## config.mk

```make
export PLATFORM = sky130hd
export DESIGN_NAME = cordic_rot_sched
export DESIGN_NICKNAME = d
export VERILOG_FILES = /design/src/rtl/cordic_rot_sched.sv
export SDC_FILE = /design/constraint.sdc
export NUM_CORES = 1
export LEC_CHECK = 0
export CORE_UTILIZATION = 30
export DETAILED_ROUTE_END_ITERATION = 12
export DONT_BUFFER_PORTS = 1
export SLEW_MARGIN = 20
export SYNTH_ARGS = -nofsm -noshare
export SYNTH_HDL_FRONTEND = slang
export SYNTH_SLANG_ARGS = --single-unit
```

## constraint.sdc

```tcl
create_clock -name clk_i -period 13.3 [get_ports clk_i]
set_input_delay 1.995 -clock clk_i [delete_from_list [all_inputs] [get_ports clk_i]]
set_output_delay 1.995 -clock clk_i [all_outputs]
set_load 0.01 [all_outputs]
```

## src/rtl/cordic_rot_sched.sv

```systemverilog
// cordic_rot_sched: iterative CORDIC rotation scheduler for the FFT twiddle path.
// Two butterfly lanes share one shift-add micro-rotation stage that is reused
// for ITERS cycles per request. Requests are arbitrated round-robin and
// quadrant pre-rotated by k*90 deg before iterating. CORDIC gain (~1.6468) is
// left uncompensated.
//
// Ports:
//   clk_i, rst_ni                       clock, async active-low reset
//   reqN_valid_i / reqN_ready_o         request handshake, lane N in {0,1}
//   reqN_real_i, reqN_img_i             signed input vector
//   reqN_z_i                            signed residual angle, 1 LSB = 1/512 deg
//   reqN_quad_i                         quadrant pre-rotation, k*90 deg
//   out_valid_o / out_ready_i           result handshake
//   out_real_o, out_img_o, out_src_o    rotated vector and issuing lane
//   busy_o                              high whenever not idle
module cordic_rot_sched #(
    parameter int ITERS = 16
) (
    input  logic               clk_i,
    input  logic               rst_ni,
    input  logic               req0_valid_i,
    output logic               req0_ready_o,
    input  logic signed [15:0] req0_real_i,
    input  logic signed [15:0] req0_img_i,
    input  logic signed [15:0] req0_z_i,
    input  logic [1:0]         req0_quad_i,
    input  logic               req1_valid_i,
    output logic               req1_ready_o,
    input  logic signed [15:0] req1_real_i,
    input  logic signed [15:0] req1_img_i,
    input  logic signed [15:0] req1_z_i,
    input  logic [1:0]         req1_quad_i,
    output logic               out_valid_o,
    input  logic               out_ready_i,
    output logic signed [15:0] out_real_o,
    output logic signed [15:0] out_img_o,
    output logic               out_src_o,
    output logic               busy_o
);

    typedef enum logic [1:0] {IDLE, ROT, DONE} state_t;

    localparam logic [3:0] LAST = 4'(ITERS - 1);

    // atan(2^-i) in 1/512 degree units
    function automatic logic signed [15:0] theta(input logic [3:0] i);
        case (i)
            4'd0:    theta = 16'sd23040;
            4'd1:    theta = 16'sd13601;
            4'd2:    theta = 16'sd7187;
            4'd3:    theta = 16'sd3648;
            4'd4:    theta = 16'sd1831;
            4'd5:    theta = 16'sd916;
            4'd6:    theta = 16'sd458;
            4'd7:    theta = 16'sd229;
            4'd8:    theta = 16'sd115;
            4'd9:    theta = 16'sd57;
            4'd10:   theta = 16'sd29;
            4'd11:   theta = 16'sd14;
            4'd12:   theta = 16'sd7;
            4'd13:   theta = 16'sd4;
            4'd14:   theta = 16'sd2;
            default: theta = 16'sd1;
        endcase
    endfunction

    state_t             state_q, state_d;
    logic [3:0]         cnt_q, cnt_d;
    logic               last_src_q, last_src_d;
    logic               src_q, src_d;
    logic signed [15:0] x_q, x_d, y_q, y_d, z_q, z_d;

    logic               any_req, gsel, grant_ok;
    logic signed [15:0] in_x, in_y, in_z, pre_x, pre_y;
    logic [1:0]         in_q;
    logic signed [15:0] x_sh, y_sh, x_rot, y_rot, z_rot;

    // Arbitration: a lone requester wins; on a tie the lane that did not
    // go last wins. Ready is suppressed while reset is held.
    always_comb begin
        any_req      = req0_valid_i | req1_valid_i;
        gsel         = (req0_valid_i & req1_valid_i) ? ~last_src_q : req1_valid_i;
        grant_ok     = rst_ni & (state_q == IDLE) & any_req;
        req0_ready_o = grant_ok & ~gsel;
        req1_ready_o = grant_ok & gsel;
    end

    // Quadrant pre-rotation of the granted lane; negation wraps at 16 bits
    always_comb begin
        in_x  = gsel ? req1_real_i : req0_real_i;
        in_y  = gsel ? req1_img_i  : req0_img_i;
        in_z  = gsel ? req1_z_i    : req0_z_i;
        in_q  = gsel ? req1_quad_i : req0_quad_i;
        pre_x = in_x;
        pre_y = in_y;
        case (in_q)
            2'd0: begin pre_x = in_x;  pre_y = in_y;  end
            2'd1: begin pre_x = -in_y; pre_y = in_x;  end
            2'd2: begin pre_x = -in_x; pre_y = -in_y; end
            default: begin pre_x = in_y; pre_y = -in_x; end
        endcase
    end

    // One micro-rotation, direction chosen by the sign of the residual angle
    always_comb begin
        x_sh = x_q >>> cnt_q;
        y_sh = y_q >>> cnt_q;
        if (z_q[15]) begin
            x_rot = x_q + y_sh;
            y_rot = y_q - x_sh;
            z_rot = z_q + theta(cnt_q);
        end else begin
            x_rot = x_q - y_sh;
            y_rot = y_q + x_sh;
            z_rot = z_q - theta(cnt_q);
        end
    end

    always_comb begin
        state_d    = state_q;
        cnt_d      = cnt_q;
        last_src_d = last_src_q;
        src_d      = src_q;
        x_d        = x_q;
        y_d        = y_q;
        z_d        = z_q;
        case (state_q)
            IDLE: begin
                if (any_req) begin
                    state_d    = ROT;
                    cnt_d      = 4'd0;
                    src_d      = gsel;
                    last_src_d = gsel;
                    x_d        = pre_x;
                    y_d        = pre_y;
                    z_d        = in_z;
                end
            end
            ROT: begin
                x_d = x_rot;
                y_d = y_rot;
                z_d = z_rot;
                if (cnt_q == LAST) state_d = DONE;
                else               cnt_d   = cnt_q + 4'd1;
            end
            DONE: begin
                if (out_ready_i) state_d = IDLE;
            end
            default: state_d = IDLE;
        endcase
    end

    always_ff @(posedge clk_i or negedge rst_ni) begin
        if (!rst_ni) begin
            state_q    <= IDLE;
            cnt_q      <= 4'd0;
            last_src_q <= 1'b1;
            src_q      <= 1'b0;
            x_q        <= '0;
            y_q        <= '0;
            z_q        <= '0;
        end else begin
            state_q    <= state_d;
            cnt_q      <= cnt_d;
            last_src_q <= last_src_d;
            src_q      <= src_d;
            x_q        <= x_d;
            y_q        <= y_d;
            z_q        <= z_d;
        end
    end

    // The working registers double as the result registers: they only move
    // in ROT, so they are stable for the whole of DONE.
    assign out_valid_o = (state_q == DONE);
    assign busy_o      = (state_q != IDLE);
    assign out_real_o  = x_q;
    assign out_img_o   = y_q;
    assign out_src_o   = src_q;

endmodule
```

# After elaboration in Yosys (flattened, before gate mapping)
# Memories as Yosys holds them, arrays and structs flattened.
# Cells that the tools add are included.
totals:
  n_memories: 2
  input_bits: 105
  output_inout_bits: 37
  ff_bits: 56
  latch_bits: 0
  ram_bits: 0
  mem_bits_ro: 480
  elab_cells: 70
op_classes:
  n_eq_ne: 9
  muxes: 25
  div: 0
  addsub: 9
  shift: 2
  reduce_logical: 8
  bitwise: 8
  n_lt_le_gt_ge: 0
  multipliers: 0
mem_list:
  columns: ["memory", "words", "width", "rd", "rd_clocked_by_memory_dff", "wr", "line", "text"]
  rows:
  - ["(name not given)", 16, 15, 1, 0, 0, "47", "case (i)"]
  - ["(name not given)", 16, 15, 1, 0, 0, "47", null]
op_table:
  columns: ["op", "count"]
  rows:
  - ["2-to-1 mux 16 bit", 11]
  - ["case mux 16 bit (2 select lines)", 3]
  - ["case mux 16 bit (3 select lines)", 2]
  - ["adder 16 bit", 3]
  - ["subtractor 16 bit", 3]
  - ["negator 16 bit", 2]
  - [">>> shifter 16 x 4 -> 16 bit", 2]
  - ["2-to-1 mux 2 bit", 4]
  - ["2-to-1 mux 4 bit", 2]
  - ["case mux 4 bit (2 select lines)", 1]
  - ["!= test 2 bit (second input constant)", 3]
  - ["case mux 2 bit (3 select lines)", 1]
  - ["AND reduction 3 bit", 2]
  - ["bitwise AND 1 bit", 5]
  - ["adder 4 x 1 -> 4 bit (second input constant)", 1]
  - ["== test 2 x 1 -> 1 bit (second input constant)", 2]
  - ["== test 2 bit (second input constant)", 2]
  - ["== test 4 bit (second input constant)", 1]
  - ["zero test 2 bit", 2]
  - ["AND reduction 2 bit", 2]
  - ["nonzero test 2 bit", 2]
  - ["!= test 2 x 1 -> 1 bit (second input constant)", 1]
  - ["NOT 1 bit", 2]
  - ["2-to-1 mux 1 bit", 1]
  - ["OR 1 bit", 1]

# Longest topological paths before layout
# Gate-level depths: netlist of the first run.
logic_depth:
  ltp_word: 7
  ltp_mapped: 26
  depth_no_buf: 21

# Least setup slack after synthesis of the first run
# No wires, ideal clock.
synth_path:
  path_kind: "input-to-output"
  start: "input req1_valid_i"
  end: "output req0_ready_o"
  t_required_ps: 11305
  t_arrival_ps: 3774
  stages: 8
  path_buffers: 6
  setup_slack_ps: 7531
  path_cell_list: "a21bo_1 buf_2 buf_6 buf_2 buf_2 buf_2 clkbuf_1 and3_1"
synth_between:
  elab_chain_len: 4
  word_cells_on_any_way: 6
  classes_between: "mux (1); bitwise (5)"
synth_rtl:
  columns: ["element", "line", "text"]
  rows:
  - ["start: declaration", "27", "input logic req1_valid_i,"]
  - ["bitwise AND 1 bit", "82", "gsel = (req0_valid_i & req1_valid_i) ? ~last_src_q : req1_valid_i;"]
  - ["2-to-1 mux 1 bit", "82", null]
  - ["NOT 1 bit", "84", "req0_ready_o = grant_ok & ~gsel;"]
  - ["bitwise AND 1 bit *", "84", null]
  - ["end: declaration", "22", "output logic req0_ready_o,"]
# Mark *: on every way between the ends. The rest lies on a longest branch, timed or not.

# Final worst setup path of the first run
layout_path:
  start: "register cnt_q[0]"
  end: "register y_q[14], in the netlist out_img_o[14]"
layout_between:
  elab_chain_len: 4
  word_cells_on_any_way: 5
  classes_between: "add/sub (2); shift (1); mux (2)"
layout_rtl:
  columns: ["element", "line", "text"]
  rows:
  - ["start: declaration", "68", "logic [3:0] cnt_q, cnt_d;"]
  - ["start signal: assignment", "164", "cnt_q <= cnt_d;"]
  - [">>> shifter 16 x 4 -> 16 bit *", "106", "x_sh = x_q >>> cnt_q;"]
  - ["adder 16 bit / subtractor 16 bit (equally long branches)", "114, 110", null]
  - ["2-to-1 mux 16 bit *", "108", "if (z_q[15]) begin"]
  - ["case mux 16 bit (2 select lines) *", "127", "case (state_q)"]
  - ["end signal: assignment", "168", "y_q <= y_d;"]
  - ["end: declaration", "71", "logic signed [15:0] x_q, x_d, y_q, y_d, z_q, z_d;"]
# Marked as above.
# A chain may end at the register's enable or synchronous reset.

==> impl_metrics.ini, run 1 <==
[run_status]
outcome = complete, no violations

[clock_network]
tritoncts = yes
path_clk_slew_ns = 0.08
root_buffer = clkbuf_16
cts-buffers-inserted = 5
cts_resized = 0
ctsHoldBuffers = 0
htreeDepth = 2
cts_sinks = 56
post_cts.repair.setup_buffers = 0
clk_latency_ns = 0.30
cts.path.max_buffers = 2

[setup_path]
r2r_cells = 17
crit_path_cell_trace = buf_4 -> mux4_2 -> mux2_2 -> a221oi_2 -> ha_1 -> inv_1 -> mux2_2 -> fa_1 -> a21o_1 -> a21oi_1 -> nor2b_1 -> o41ai_1 -> o21ai_0 -> o41ai_1 -> o21ai_0 -> xnor2_1 -> o21ai_1
critical_path_required_ns = 13.48
start_kind = flop
arrival_ns = 5.70
crit_type = reg2reg
cp_slowest_cell = dfrtp_2
cp-startpoint = cnt_q[0]
crit_end = out_img_o[14]
critPathMaxStageDelay_ns = 0.73
rrSetupSlack_ns = 7.78
r2r_end = out_img_o[14]
cp-end-kind = flop
cp_max_fo = 25
crit-reg2reg-launch = cnt_q[0]

[global_routing]
grt_use_total = 0.186
overflow = 0
first_global_vias = 8426
grt_pass1_wl_um = 46600
grt_start_max_net_pins = 62
antenna_found_initial = 0

[sta]
worst_pin_slew_ns = 0.960
fin_crit_ns = 5.52
min_period_over_period = 0.415
drv_slew = 0
fmax_mhz = 181
hold_viol = 0
fin_hold_ws_ns = 0.557
setup_viol = 0
setup_tns_ns = 0
grt_setup_unrepaired = false
slew_headroom = 0.360
clock_skew_ns = 0.00602

[detailed_routing]
met2_length_um = 13100
highest_layer = met4
vias = 8972
route.met3.wl_um = 2330
wl_met1_um = 14100
vias_per_cell = 5.84
remaining_drc_errors = 0
first_iter_violations = 864
drt_wl_total_um = 29600
drt-pass1-iter-count = 5
postRouteAntennaNets = 0
wl_per_cell_um = 19.3

[hold_path]
hp-class = reg2reg

[floorplanning]
rows = 64
die_area_um2 = 31800
die_h_um = 178
ios = 142
start_util = 0.305
core-area_um2 = 30600
die_w_um = 178

[finish]
fillers = 3268
seq_area_um2 = 1400
layout.nets = 1313
drive_above_1_share = 0.0913
final_util = 0.321
syn2layout_area_growth_pct = 5.34
multiInputGateArea_um2 = 7540
n_antenna_cell = 0

[yosys]
synth_top_area_frac = 0.148
synth.distinct_cells = 80
syn_inst = 1194
synth_fp_nets = 1369
synth_compound_gate_area_share = 0.261
synth_simple_gate_area_frac = 0.200
synthArstFlopShare = 1.00
synthFlopType = dfrtp_1
synthMuxAreaShare = 0.159
ys_seq_area_frac = 0.150
synth_top_cell_by_area = dfrtp_1
synth_top_family_by_area = compound AO/OA/AOI/OAI gates
ys_warn_count = 0
synth_edf_count = 0
synthAdderAreaFrac = 0.0963
syn_avg_cell_area_um2 = 7.81
syn_area_um2 = 9330
synth-xor-area-share = 0.0853
ys_ff_latch = 56
synthTopCellsByArea = dfrtp_1 (15%), ha_1 (9.0%), mux4_2 (8.4%), nand2_1 (5.6%), a21oi_1 (5.6%)

[placement]
portBuffers = 0
gp_congestion = 0.922
dp.final_hpwl_um = 22500

[flow_run]
drv_cap = 0
cells in the final DEF (no fill, tap or decap), drive strengths merged, types with 4 or more instances in the layout:
cell / synthesis / routed
nand2: 140 / 140
a31oi: 30 / 30
a21o: 19 / 19
a221o: 4 / 4
mux2: 18 / 18
mux2i: 48 / 48
o21a: 13 / 13
o21ai: 77 / 77
a221oi: 6 / 6
xor2: 43 / 43
and2: 14 / 14
ha: 67 / 67
or3: 10 / 10
a311o: 15 / 15
nand3: 25 / 25
a41oi: 6 / 6
clkbuf: 42 / 7
a21oi: 104 / 104
mux4: 35 / 35
nor2b: 14 / 14
o22ai: 9 / 9
inv: 26 / 26
buf: 35 / 14
nor4: 4 / 4
dfrtp: 55 / 55
a22oi: 5 / 5
xnor2: 47 / 47
o31ai: 8 / 8
a31o: 4 / 4
a2111oi: 10 / 10
nand2b: 10 / 10
nor2: 125 / 125
and3: 12 / 12
o211ai: 10 / 10
a211oi: 20 / 20
nor3: 33 / 33
o221ai: 9 / 9
logic make-up (layout without fill, tap and decap cells):
group / count (synthesis) / in the layout
AND/OR/NAND/NOR: 404 / 404
adder cells (fa/ha/maj): 70 / 70
XOR/XNOR: 90 / 90
flip-flops: 56 / 56
multiplexers: 101 / 101
buffers and inverters: 103 / 48
AO/OA/AOI/OAI: 370 / 370
metrics by stage:
stage	worst slack (ns)	std cells	cell area [um^2]
after CTS	7.76	1535	9820
after global routing	7.43	1535	9830
after global placement	7.77	1527	9640
final	7.78	1535	9830
after floorplan	7.53	1194	9330
after detailed placement	7.70	1527	9640
Yosys cell counts (4+ instances only):
cell	n
a311o_1	15
a211oi_1	20
a31oi_1	30
nor2_1	124
o22ai_1	9
inv_1	22
ha_1	67
o21ai_0	68
clkbuf_1	42
nand2b_1	10
and2_1	14
a21oi_1	104
buf_2	14
o21a_1	13
nor3_1	31
xor2_1	43
nor2b_1	14
a31o_2	4
mux2_2	12
a41oi_1	5
a221o_1	4
mux2_1	4
a22oi_1	5
a21o_1	19
dfrtp_1	55
o31ai_1	8
xnor2_1	46
mux4_2	35
buf_1	16
buf_6	4
nand3_1	25
o21ai_1	9
o221ai_1	9
or3_1	10
a221oi_1	5
and3_1	11
o211ai_1	10
a2111oi_0	8
mux2i_1	47
nand2_1	140
inv_2	4
worst max-delay path, delay by kind of cell (launching register included):
family / cells / cell delay, ns
adder cells (fa/ha/maj): 2 / 0.63
multiplexers: 3 / 1.14
XOR/XNOR: 1 / 0.18
AO/OA/AOI/OAI: 8 / 2.11
flip-flops: 1 / 0.73
buffers and inverters: 2 / 0.49
AND/OR/NAND/NOR: 1 / 0.10
worst min path at each step:
| stage | from | to | slack [ns] | depth (start not counted) |
|---|---|---|---|---|
| 6_report | out_src_o | out_src_o | 0.56 | 2 |
| 5_1_grt | last_src_q | last_src_q | 0.61 | 2 |
| 4_1_cts | out_src_o | out_src_o | 0.56 | 2 |
| 3_5_place_dp | out_src_o | out_src_o | 0.55 | 2 |
| 3_3_place_gp | out_src_o | out_src_o | 0.54 | 2 |
| 2_1_floorplan | last_src_q | last_src_q | 0.51 | 2 |
sequential cells by signal, summed over array words and instances, names as in the netlist:
signal	count
out_src_o	1
state_q	2
out_real_o	16
last_src_q	1
z_q	16
out_img_o	16
cnt_q	4
per-layer routing:
layer | GRT usage | up-vias
met5 | 0 | -
met4 | 0.0286 | 0
met3 | 0.0279 | 14
met2 | 0.286 | 360
met1 | 0.275 | 4273
li1 | - | 4325
layout make-up:
type,count,area share
timing repair buffer,14,0.0107
clock buffer,7,0.0155
sequential,56,0.143
tap,396,0.0504
multi-input combinational,1035,0.768
inverter,26,0.00993
clock inverter,1,0.00306
Power of run 1 is left out: the tool's default activity adds up to more than one toggle a clock period on the data nets, which glitch-free logic cannot reach.
==> run 2: changes to the inputs <==
clock period = 4.83 ns   (was 13.3 ns; I/O delays follow)
==> run 2 against run 1 <==
  * Worst hold slack worse by 0.46 ns
  * Clock-buffer cell count did not move
  * Sequential share of layout area shrank 0.66 points
  * Register-to-register slack lost 7.5 ns
  * Via count up 3.9%
  * Critical path depth increased by 1
  * Sequential cell count did not move
  * Worst setup slack worse by 7.5 ns
  * Critical endpoint is now out_real_o[13]
==> impl_metrics.ini, run 2 (synthesis gave the netlist of run 1 again) <==
[clock_network]
htreeDepth = 2
root_buffer = clkbuf_16
cts.path.max_buffers = 2
tritoncts = yes
clk_latency_ns = 0.32
cts_sinks = 56
path_clk_slew_ns = 0.08
cts-buffers-inserted = 5

[setup_path]
rrSetupSlack_ns = 0.25
cp.buffers_inverters = 2
critical_path_required_ns = 5.03
critPathMaxStageDelay_ns = 0.58
r2r_end = out_real_o[13]
crit-reg2reg-launch = cnt_q[0]
cp_slowest_cell = mux4_2
cp_max_fo = 19
arrival_ns = 4.77
crit_type = reg2reg
start_kind = flop
path_delay_family = multiplexers
cp-end-kind = flop
cpMostUsedCell = a21oi_1
r2r_cells = 18
crit_path_cell_trace = buf_12 -> buf_4 -> mux4_2 -> mux4_2 -> nor4_4 -> and3_4 -> and3b_1 -> a21oi_1 -> xor2_1 -> ha_1 -> a21oi_2 -> nand2_1 -> a21oi_1 -> a21o_1 -> a21oi_1 -> xor2_1 -> a22oi_1 -> o21ai_1

[sta]
min_period_over_period = 0.948
setup_tns_ns = 0
worst_pin_slew_ns = 0.890
slew_headroom = 0.404
clock_skew_ns = 0.00909
setup_viol = 0
fmax_mhz = 218
fin_crit_ns = 4.58
hold_viol = 0
drv_slew = 0
grt_setup_unrepaired = false

[global_routing]
grt_pass1_wl_um = 49500
antenna_found_initial = 0
overflow = 0
grt_use_total = 0.200
first_global_vias = 8653
grt_start_max_net_pins = 59

[detailed_routing]
first_iter_violations = 674
postRouteAntennaNets = 0
vias = 9324
wl_per_cell_um = 20.0
remaining_drc_errors = 0
vias_per_cell = 5.85
drt-pass1-iter-count = 5
drt_wl_total_um = 31900

[placement]
portBuffers = 0
dpl_cell_area_um2 = 10100
dp.final_hpwl_um = 25000
gp_congestion = 0.932

[hold_path]
hp-class = in2async

[finish]
seq_area_um2 = 1410
final_util = 0.337
fillers = 3254
layout.nets = 1372
final_cell_mix = nand2_1 (140), nor2_1 (122), a21oi_1 (101), buf_4 (71), ha_1 (67)
design_area_um2 = 10300
layout_commonest_cell = nand2_1
drive_above_1_share = 0.141
multiInputGateArea_um2 = 7590
syn2layout_area_growth_pct = 10.5
n_antenna_cell = 0

[floorplanning]
ios = 142
core-area_um2 = 30600
die_h_um = 178
rows = 64
start_util = 0.305
die_w_um = 178
die_area_um2 = 31800

[flow_run]
drv_cap = 0

[run_status]
outcome = complete, no violations
==> run 2: cell types whose count changed in the layout (fill, tap and decap cells not counted), moves of 2 or more <==
cell,previous run,this run
o41ai_1,2,0
buf_4,14,71
a21oi_1,104,101
a21oi_2,0,3
o41ai_2,0,2
buf_12,0,2
o21ai_1,8,10
o21ai_0,68,66
==> run 2: routing by layer <==
layer  GRT usage  wire (um)
met1       0.291      15000
met3      0.0309       2320
met2       0.311      14100
met4      0.0399        454
met5           0          0
==> run 2: final cells by class <==
class                   instances  area share
flip-flops and latches         56       0.136
multi-input cells            1035       0.736
inverters                      26     0.00947
well taps                     396      0.0481
clock buffers                   7      0.0138
repair buffers                 73      0.0556
clock inverters                 1    0.000728
==> run 2: worst max-delay path by stage <==
| stage | start | end | slack, ns | depth (start not counted) |
|---|---|---|---|---|
| 2_1_floorplan | cnt_q[1] | out_real_o[14] | 0.16 | 18 |
| 3_3_place_gp | cnt_q[1] | out_img_o[14] | 0.11 | 16 |
| 3_5_place_dp | cnt_q[1] | out_img_o[12] | 0.04 | 17 |
| 4_1_cts | cnt_q[1] | out_img_o[12] | 0.003 | 17 |
| 5_1_grt | cnt_q[0] | out_real_o[13] | 0.02 | 18 |
| 6_report | cnt_q[0] | out_real_o[13] | 0.25 | 18 |
==> run 2: per-stage QoR <==
stage | hold slack [ns] | worst slack [ns] | std cells
global placement | 0.430 | 0.106 | 1582
CTS | 0.0838 | 0.00268 | 1590
finish | 0.0954 | 0.251 | 1594
detailed placement | 0.430 | 0.0378 | 1582
floorplan | 0.429 | 0.160 | 1194
global route | 0.0799 | 0.0165 | 1594
==> run 2: timing repair <==
item,CTS,global route
gates resized for setup,0,12
hold buffers,0,0
buffers inserted,0,4
setup endpoints to repair,0,10
Power of run 2 is left out for the same reason.
